## src/rtl/exe_mem_stage.sv

```systemverilog
// Execute stage: combinational ALU on the ID/EXE outputs, followed by the
// EXE/MEM pipeline register. Supports stall/flush from hazard logic and
// traps signed overflow on ADD/SUB by killing the instruction's side effects.
module exe_mem_stage #(
   parameter int DATA_W = 32,
   parameter int REG_W  = 5,
   parameter int CNT_W  = 8
) (
   input  logic              clk,
   input  logic              rst,
   input  logic              stall,
   input  logic              flush,
   input  logic              evalid,
   input  logic              ewreg,
   input  logic              em2reg,
   input  logic              ewmem,
   input  logic [3:0]        ealuc,
   input  logic              ealuimm,
   input  logic [REG_W-1:0]  edestReg,
   input  logic [DATA_W-1:0] eqa,
   input  logic [DATA_W-1:0] eqb,
   input  logic [DATA_W-1:0] eimm32,
   output logic              mvalid,
   output logic              mwreg,
   output logic              mm2reg,
   output logic              mwmem,
   output logic [REG_W-1:0]  mdestReg,
   output logic [DATA_W-1:0] mr,
   output logic [DATA_W-1:0] mqb,
   output logic              movf,
   output logic [CNT_W-1:0]  ovf_count
);

   localparam logic [3:0] ALU_AND = 4'b0000;
   localparam logic [3:0] ALU_OR  = 4'b0001;
   localparam logic [3:0] ALU_ADD = 4'b0010;
   localparam logic [3:0] ALU_SUB = 4'b0110;
   localparam logic [3:0] ALU_SLT = 4'b0111;
   localparam logic [3:0] ALU_NOR = 4'b1100;
   localparam int         MSB     = DATA_W - 1;

   logic [DATA_W-1:0] alu_b;
   logic [DATA_W-1:0] alu_r;
   logic              alu_ovf;
   logic              load;
   logic              trap;
   logic              slt_bit;

   // ALU: operand select, result and signed-overflow detection
   always_comb begin
      alu_b   = ealuimm ? eimm32 : eqb;
      alu_r   = '0;
      alu_ovf = 1'b0;
      slt_bit = ($signed(eqa) < $signed(alu_b));
      case (ealuc)
         ALU_AND: alu_r = eqa & alu_b;
         ALU_OR:  alu_r = eqa | alu_b;
         ALU_ADD: begin
            alu_r   = eqa + alu_b;
            alu_ovf = (eqa[MSB] == alu_b[MSB]) && (alu_r[MSB] != eqa[MSB]);
         end
         ALU_SUB: begin
            alu_r   = eqa - alu_b;
            alu_ovf = (eqa[MSB] != alu_b[MSB]) && (alu_r[MSB] != eqa[MSB]);
         end
         ALU_SLT: alu_r = {{(DATA_W-1){1'b0}}, slt_bit};
         ALU_NOR: alu_r = ~(eqa | alu_b);
         default: alu_r = '0;
      endcase
   end

   // flush beats stall; a stalled cycle simply drops this ALU result
   assign load = !flush && !stall;
   assign trap = evalid && alu_ovf;

   // Control half of EXE/MEM: cleared by flush, suppressed on a trap
   always_ff @(posedge clk) begin
      if (rst) begin
         mvalid <= 1'b0;
         mwreg  <= 1'b0;
         mm2reg <= 1'b0;
         mwmem  <= 1'b0;
         movf   <= 1'b0;
      end else if (flush) begin
         mvalid <= 1'b0;
         mwreg  <= 1'b0;
         mm2reg <= 1'b0;
         mwmem  <= 1'b0;
         movf   <= 1'b0;
      end else if (!stall) begin
         mvalid <= evalid;
         mm2reg <= evalid && em2reg;
         mwreg  <= evalid && ewreg && !alu_ovf;
         mwmem  <= evalid && ewmem && !alu_ovf;
         movf   <= trap;
      end
   end

   // Data half of EXE/MEM: only a real load changes it (flush keeps it)
   always_ff @(posedge clk) begin
      if (rst) begin
         mdestReg <= '0;
         mr       <= '0;
         mqb      <= '0;
      end else if (load) begin
         mdestReg <= edestReg;
         mr       <= alu_r;
         mqb      <= eqb;
      end
   end

   // Saturating count of trapped instructions that actually enter MEM
   always_ff @(posedge clk) begin
      if (rst)
         ovf_count <= '0;
      else if (load && trap && (ovf_count != {CNT_W{1'b1}}))
         ovf_count <= ovf_count + {{(CNT_W-1){1'b0}}, 1'b1};
   end

endmodule

```

## config.mk

```make
export PLATFORM = sky130hd
export DESIGN_NAME = exe_mem_stage
export DESIGN_NICKNAME = d
export VERILOG_FILES = /design/src/rtl/exe_mem_stage.sv
export SDC_FILE = /design/constraint.sdc
export NUM_CORES = 1
export LEC_CHECK = 0
export BUFFER_PORTS_ARGS = -buffer_cell sky130_fd_sc_hd__buf_2
export CELL_PAD_IN_SITES_DETAIL_PLACEMENT = 1
export CELL_PAD_IN_SITES_GLOBAL_PLACEMENT = 1
export CORE_ASPECT_RATIO = 0.8
export CORE_MARGIN = 4
export CORE_UTILIZATION = 43
export CTS_CLUSTER_SIZE = 12
export DETAILED_ROUTE_END_ITERATION = 16
export GPL_TIMING_DRIVEN = 0
export PLACE_DENSITY = 0.92
export SYNTH_ARGS = -nofsm -noshare
export SYNTH_HDL_FRONTEND = slang
export SYNTH_SLANG_ARGS = --single-unit
export TNS_END_PERCENT = 1
```

## constraint.sdc

```tcl
create_clock -name clk -period 14.7 [get_ports clk]
set_clock_uncertainty 0.15 [all_clocks]
set_input_delay 2.94 -clock clk [delete_from_list [all_inputs] [get_ports clk]]
set_output_delay 2.94 -clock clk [all_outputs]
set_load 0.01 [all_outputs]
```

* Yosys cells after proc, flatten, opt, wreduce, memory -nomap -nowiden
Index checks and enable logic that the tools add are counted. Widths: inputs -> output; s select.
Storage, ports and cells: bits in registers 82, logic and storage cells 45, input port bits 114, output and inout bits 82
Cells by class: equality and inequality tests 10, bitwise operators 3, reductions and logical operators 16, mux-type cells 3, $add $sub $neg 3, magnitude comparators 1
Operators by type and width (number):
- $pmux 32 s6 | 1
- $add 32x32->32 | 1
- $and 32x32->32 | 1
- $lt 32x32->1 | 1
- $mux 32 | 1
- $not 32->32 | 1
- $or 32x32->32 | 1
- $sub 32x32->32 | 1
- $logic_and 1x1->1 | 11
- $add 8x1->8 const B | 1
- $eq 4x3->1 const B | 2
- $ne 8x8->1 const B | 1
- $eq 4x1->1 const B | 1
- $eq 4x2->1 const B | 1
- $eq 4x4->1 const B | 1
- $logic_not 4->1 | 1
- $logic_not 1->1 | 3
- $ne 1x1->1 | 3
- $pmux 1 s2 | 1
- $reduce_or 2->1 | 1
- $eq 1x1->1 | 1

* Depth between registers and ports, before layout
Gate-level depths: netlist of run 1.
word-level depth 8, gate-level depth with buffers 17

* Worst setup path after synthesis of run 1
OpenSTA, ideal clock, no wires.
path kind input -> register, start point in ealuimm, end point reg ovf_count[7], setup slack 7.880 ns, data required time 14.429 ns, stages 16, library setup time 0.121 ns, buffers on the path 4, arrival time 6.549 ns, cell sequence clkbuf_1 > buf_1 > mux2i_1 > ha_1 > buf_6 > or3_1 > or2_1 > nor3_1 > o21ai_0 > nand4_1 > nand2_2 > nor4_4 > o31ai_4 > buf_6 > nor4_2 > mux2_4
Between the ends: longest elaborated chain between the ends 8, elaborated cells on any way between the ends 13, those cells by class add/sub: 2; eq/ne: 4; mux: 2; reduce/logical: 5
Ends and longest elaborated chain:
- from (decl) | line 18 | input logic ealuimm,
- $mux 32 * | line 51 | alu_b = ealuimm ? eimm32 : eqb;
- $sub 32x32->32 or $add 32x32->32 (tied branches) | line 63, 59
- $ne 1x1->1 (on tied branches) | line 64, 60
- $logic_and 1x1->1 (on tied branches) | line 64, 60
- $pmux 1 s2 * | line 55 | case (ealuc)
- $logic_and 1x1->1 * | line 74 | assign trap = evalid && alu_ovf;
- $logic_and 1x1->1 * (2 in series) | line 116 | else if (load && trap && (ovf_count != {CNT_W{1'b1}}))
- to (signal assigned) | line 117 | ovf_count <= ovf_count + {{(CNT_W-1){1'b0}}, 1'b1};
- to (decl) | line 31 | output logic [CNT_W-1:0] ovf_count
Mark *: on every way between the ends. The rest lies on a longest branch, timed or not. A chain may end at the register's enable or synchronous reset.

* Worst setup path in the final report of run 1
start point in ealuimm, end point reg mr[30]
Between the ends: longest elaborated chain between the ends 4, elaborated cells on any way between the ends 7, those cells by class add/sub: 2; mux: 2; bitwise: 3
Ends and longest elaborated chain:
- $mux 32 * | line 51
- branches (longest 2 deep; another with $sub 32x32->32)
- $pmux 32 s6 * | line 55
- to (signal assigned) | line 107 | mr <= alu_r;
- to (decl) | line 28 | output logic [DATA_W-1:0] mr,
Mark *: on every way between the ends.

==> results.cfg, run 1 <==
[status]
status = finished, violations left
violations = capacitance limit, slew limit

[route]
wl_met1_mm = 16.0
num_vias = 10138
met2_length_mm = 16.8
routed_wl_mm = 38.1
drt_first_pass_iters = 5
dr.first_iter.drc_count = 815
ant_nets = 0
viasPerCell = 6.18
drc = 0
wl_met3_mm = 4.09
wl_per_cell_um = 23.2
routed.top_layer = met4

[synthesis]
synthesis.area_mm2 = 0.00846
synth-edff-count = 0
avgSynthCellArea_um2 = 7.18
syn_nets = 1394
async_flop_share = 0
synth_flop_cell = dfxtp_1
yosysSeqAreaShare = 0.194
ys_ff_latch = 82
synth-warning-count = 0
synth.distinct_cells = 83
syn_inst = 1178

[die]
die_x_um = 165
die_area_mm2 = 0.0220
ioPinCount = 196
num_rows = 45
start_util = 0.442
fp.dieH_um = 133
core-area_mm2 = 0.0191

[worst_setup_path]
ff2ff_path_depth = 7
required_ns = 14.80
worstPathMaxFanout = 10
crit_arrival_ns = 8.20
worst_path_most_repeated_cell = inv_1
cp-start-kind = input port
crit_chain = clkbuf_1 -> buf_1 -> mux2i_1 -> inv_1 -> ha_1 -> inv_1 -> fa_1 -> nor2b_1 -> o2111ai_1 -> and3_1 -> nor4_1 -> o21ai_1 -> a221oi_1 -> a31oi_1 -> xnor2_1 -> o221ai_1 -> a22o_1
crit_type = input port to register
cp_slowest_cell = buf_1
reg2reg_from = ovf_count[2]$_SDFFE_PP0P_
endpoint_kind = register
cp-endpoint = mr[30]$_SDFFE_PP0P_
rrSetupSlack_ns = 12.77
max_stage_delay_ns = 0.83
worstReg2RegEnd = ovf_count[7]$_SDFFE_PP0P_
critPathLaunch = ealuimm

[power_and_ir_drop]
ir_worst_vdd_mv = 0.0616
switching_share = 0.423
power.switching_uw = 336
leakage_uw = 0.00461
p_int_uw = 458
p_clk_frac = 0.308
p_seq_frac = 0.293
power.density_mw_per_mm2 = 79.2
p_comb_frac = 0.399

[final_layout]
fill_cells = 2578
drive_gt1_frac = 0.177
area_growth_syn_to_layout_pct = 18.5
nets = 1592

[sta]
worst_pin_slew_ns = 1.49
max_freq_ghz = 0.123
rsz0062_at_grt = false
setup_ws_ns = 6.60
hold_violations = 0
post-route-period-util = 0.551
slew_viol_final = 1
fin_setup_tns_ns = 0
setup_viol = 0
finalCriticalPeriod_ns = 8.10
slew_headroom = -0.00100

[clock_tree]
clock_sinks = 82
cts_tree = built
post_cts_buffers = 0
clk_pin_slew_ns = 0.07
postCtsHoldBufs = 0
h-tree-depth = 3
numCtsBuffers = 9
insertion_delay_ns = 0.36
cts_buffer_depth = 2
clockRootBuffer = clkbuf_16
cts_resized = 0

[place]
dp_slack_ns = 6.37
place.gp.congestion = 0.983
detailed_place_hpwl_mm = 29.7
io_buffers = 187

[global_routing]
gr-total-overflow = 0
grt_pass1_wl_mm = 58.4
grt_max_degree = 19
antenna_found_initial = 2
grt_usage = 0.339
grt_pass1_vias = 10375

[flow_run]
maxCapViolations = 1

[hold_path]
min_path_type = register to register
==> layer usage <==
| metal | up-vias | global-route usage |
|---|---|---|
| met2 | 496 | 0.524 |
| li1 | 4622 | - |
| met3 | 99 | 0.105 |
| met4 | 0 | 0.132 |
| met1 | 4921 | 0.442 |
| met5 | - | 0 |
==> per-stage QoR <==
step           hold slack, ns  instance area, µm²  instances   util  total power [µW]
6_report                0.296               10000       1641  0.524               794
5_1_grt                 0.315               10000       1639  0.524               833
4_1_cts                 0.302               10000       1639  0.524               788
3_5_place_dp            0.285                9720       1623  0.508               543
3_3_place_gp            0.279                9720       1623  0.508               534
2_1_floorplan           0.331                8460       1178      -               437
==> registers in the layout, indices dropped and copies added, names as in the netlist <==
name,flops
mwreg,1
mwmem,1
ovf_count,8
mvalid,1
mr,32
mdestReg,5
movf,1
mm2reg,1
mqb,32
==> how the worst min path moves through the flow <==
stage / cells past startpoint / end / startpoint / slack, ns
after floorplan: 2 / mdestReg[0]$_SDFFE_PP0P_ / mdestReg[0]$_SDFFE_PP0P_ / 0.33
after detailed placement: 1 / mr[16]$_SDFFE_PP0P_ / mr[16]$_SDFFE_PP0P_ / 0.29
after global routing: 1 / mr[16]$_SDFFE_PP0P_ / mr[16]$_SDFFE_PP0P_ / 0.32
final: 1 / mr[16]$_SDFFE_PP0P_ / mr[16]$_SDFFE_PP0P_ / 0.30
after global placement: 1 / mr[16]$_SDFFE_PP0P_ / mr[16]$_SDFFE_PP0P_ / 0.28
after CTS: 1 / mr[16]$_SDFFE_PP0P_ / mr[16]$_SDFFE_PP0P_ / 0.30
==> Yosys cell counts, types with 13 or more instances <==
library cell  number  area (µm²)
dfxtp_1           82        1640
nand3_1           13        65.1
clkbuf_1          55         206
ha_1             100        1250
o21ai_0           49         245
a21oi_1          132         661
a31oi_1           15        93.8
nand2_1          162         608
nor3_1            17        85.1
mux2i_1           36         360
a221oi_1          34         298
nor2_1           104         390
o21bai_1          15         113
inv_1             88         330
==> power by group through the flow <==
stage / Sequential [µW] / Clock (µW) / Combinational [µW]
2_1_floorplan: 240 / 0 / 197
3_3_place_gp: 237 / 0 / 297
3_5_place_dp: 237 / 0 / 305
4_1_cts: 232 / 247 / 308
5_1_grt: 233 / 256 / 344
6_report: 232 / 245 / 317
==> placed cells by master, fill, tap and decap left out, types with 13 or more instances in the layout <==
| master | synthesis | layout |
|---|---|---|
| a21oi_1 | 132 | 132 |
| o21bai_1 | 15 | 15 |
| nand2_1 | 162 | 162 |
| a31oi_1 | 15 | 15 |
| inv_1 | 88 | 88 |
| clkbuf_1 | 55 | 55 |
| mux2i_1 | 36 | 36 |
| a221oi_1 | 34 | 34 |
| o21ai_0 | 49 | 49 |
| nand3_1 | 13 | 13 |
| buf_2 | 11 | 198 |
| nor2_1 | 104 | 104 |
| ha_1 | 100 | 100 |
| dfxtp_1 | 82 | 82 |
| nor3_1 | 17 | 17 |
==> worst max-delay path: cells and delay by family <==
kind            cells  cell delay, ns
compound gates      6            1.73
xor+xnor            1            0.18
fa+ha+maj           2            0.68
buf+inv             4            1.29
mux                 1            0.28
simple gates        3            1.09
==> final cells by class <==
class                   count  area, µm²  share of cell area
multi-input cells         922       6130               0.612
flip-flops and latches     82       1640               0.164
repair buffers            187        936              0.0933
inverters                  94        353              0.0352
plain buffers              80        333              0.0332
well taps                 258        323              0.0322
clock buffers               9        225              0.0225
clock inverters             7       76.3             0.00761
diodes                      2       5.00            0.000499
==> logic make-up after synthesis <==
family | synth area share
compound gates | 0.297
xor+xnor | 0.0145
fa+ha+maj | 0.153
buf+inv | 0.0810
flops | 0.194
mux | 0.0510
simple gates | 0.210
Power figures use the tool's default switching activity.
==> inputs of run 2 (changes only) <==
- CORE_UTILIZATION: 43 -> 40
- PLACE_DENSITY: 0.92 -> 0.87
- clock period: 14.7 -> 7.5 ns (I/O delays scaled with it)
==> run 2 against run 1 <==
Compared with the run above:
- the run now ends clean
- core utilization down 4.0 points
- global-route usage down 2.8 points
- non-clock buffer count did not move
- sequential cell count unchanged
- total power rose by 95%
==> results.cfg, run 2 (synthesized netlist as in run 1, its figures left out) <==
[clock_tree]
insertion_delay_ns = 0.37
clockRootBuffer = clkbuf_16
cts_resized = 0
h-tree-depth = 3
cts_buffer_depth = 2
numCtsBuffers = 9
clk_pin_slew_ns = 0.08
clock_sinks = 82
post_cts_buffers = 0
postCtsHoldBufs = 0
cts_tree = built

[sta]
max_freq_ghz = 0.143
post-route-period-util = 0.936
setup_viol = 0
slew_viol_final = 0
finalCriticalPeriod_ns = 7.02
worst_pin_slew_ns = 1.32
slew_headroom = 0.121
hold_violations = 0
setup_ws_ns = 0.484
rsz0062_at_grt = false
fin_setup_tns_ns = 0

[flow_run]
maxCapViolations = 0

[route]
drt_first_pass_iters = 5
viasPerCell = 6.14
drc = 0
wl_per_cell_um = 23.1
dr.first_iter.drc_count = 809
ant_nets = 0
num_vias = 10131
routed_wl_mm = 38.1

[global_routing]
grt_pass1_wl_mm = 58.0
antenna_found_initial = 3
grt_pass1_vias = 10213
grt_usage = 0.311
gr-total-overflow = 0
grt_max_degree = 18

[final_layout]
reg_top3 = mqb: 32 flops, mr: 32 flops, ovf_count: 8 flops
fill_cells = 2705
multi_input_area_mm2 = 0.00614
stdcell_count = 1650
nets = 1592
drive_gt1_frac = 0.177
diodes = 0
area_growth_syn_to_layout_pct = 18.6
final_cell_mix = buf_2, nand2_1, a21oi_1, nor2_1, ha_1
layout.cells.most_common = buf_2
regArea_mm2 = 0.00164

[place]
dp_slack_ns = 0.310
detailed_place_hpwl_mm = 29.3
io_buffers = 187
place_inst = 1634
place.gp.congestion = 1.00

[worst_setup_path]
critPathLaunch = ealuimm
cp-start-kind = input port
rrSetupSlack_ns = 5.58
crit_arrival_ns = 7.13
endpoint_kind = register
crit_type = input port to register
required_ns = 7.61
reg2reg_from = ovf_count[2]$_SDFFE_PP0P_
worstPathMaxFanout = 10

[power_and_ir_drop]
ir_worst_vdd_mv = 0.112
power.density_mw_per_mm2 = 155
leakage_uw = 0.00460

[die]
die_x_um = 171
die_area_mm2 = 0.0236
start_util = 0.408
num_rows = 47
ioPinCount = 196
core-area_mm2 = 0.0208
fp.dieH_um = 138

[hold_path]
min_path_type = register to register
hp-start = mqb[6]$_SDFFE_PP0P_

[status]
status = finished clean
run 2: cell type report:
type                    instances  share of cell area
plain buffers                  80              0.0332
clock buffers                   9              0.0224
clock inverters                 7             0.00686
inverters                      94              0.0352
multi-input cells             922               0.612
flip-flops and latches         82               0.164
well taps                     269              0.0335
repair buffers                187              0.0933
run 2: stage by stage:
stage               cell area (µm²)   util  power, µW  hold slack [ns]
finish                        10000  0.483       1550            0.303
global route                  10000  0.483       1630            0.321
CTS                           10000  0.483       1540            0.307
detailed placement             9740  0.469       1060            0.295
global placement               9730  0.469       1050            0.281
floorplan                      8460      -        857            0.331
run 2: power by group:
part | switching [µW] | internal (µW)
logic | 408 | 211
registers | 6.83 | 448
clock network | 244 | 234
total | 659 | 894
run 2: layer usage:
layer,part of all wire,GRT usage
met5,0.00089,0
met1,0.42,0.413
met2,0.43,0.481
met4,0.036,0.108
met3,0.11,0.0930
run 2: critical path, cell delays in order:
cell	delay [ns]
clkbuf_1	0.20
buf_1	1.00
mux2i_1	0.35
inv_1	0.17
ha_1	0.22
inv_1	0.07
fa_1	0.45
nor2b_1	0.21
o2111ai_1	0.18
and3_1	0.26
nor4_1	0.61
o21ai_1	0.29
a221oi_1	0.73
a31oi_1	0.25
xnor2_1	0.23
o221ai_1	0.16
a22o_1	0.24
run 2: final timing paths:
path | end | cells past startpoint
max | mr[30]$_SDFFE_PP0P_ | 17
min | mqb[6]$_SDFFE_PP0P_ | 2
max reg2reg | ovf_count[7]$_SDFFE_PP0P_ | 7
min reg2reg | mqb[6]$_SDFFE_PP0P_ | 2
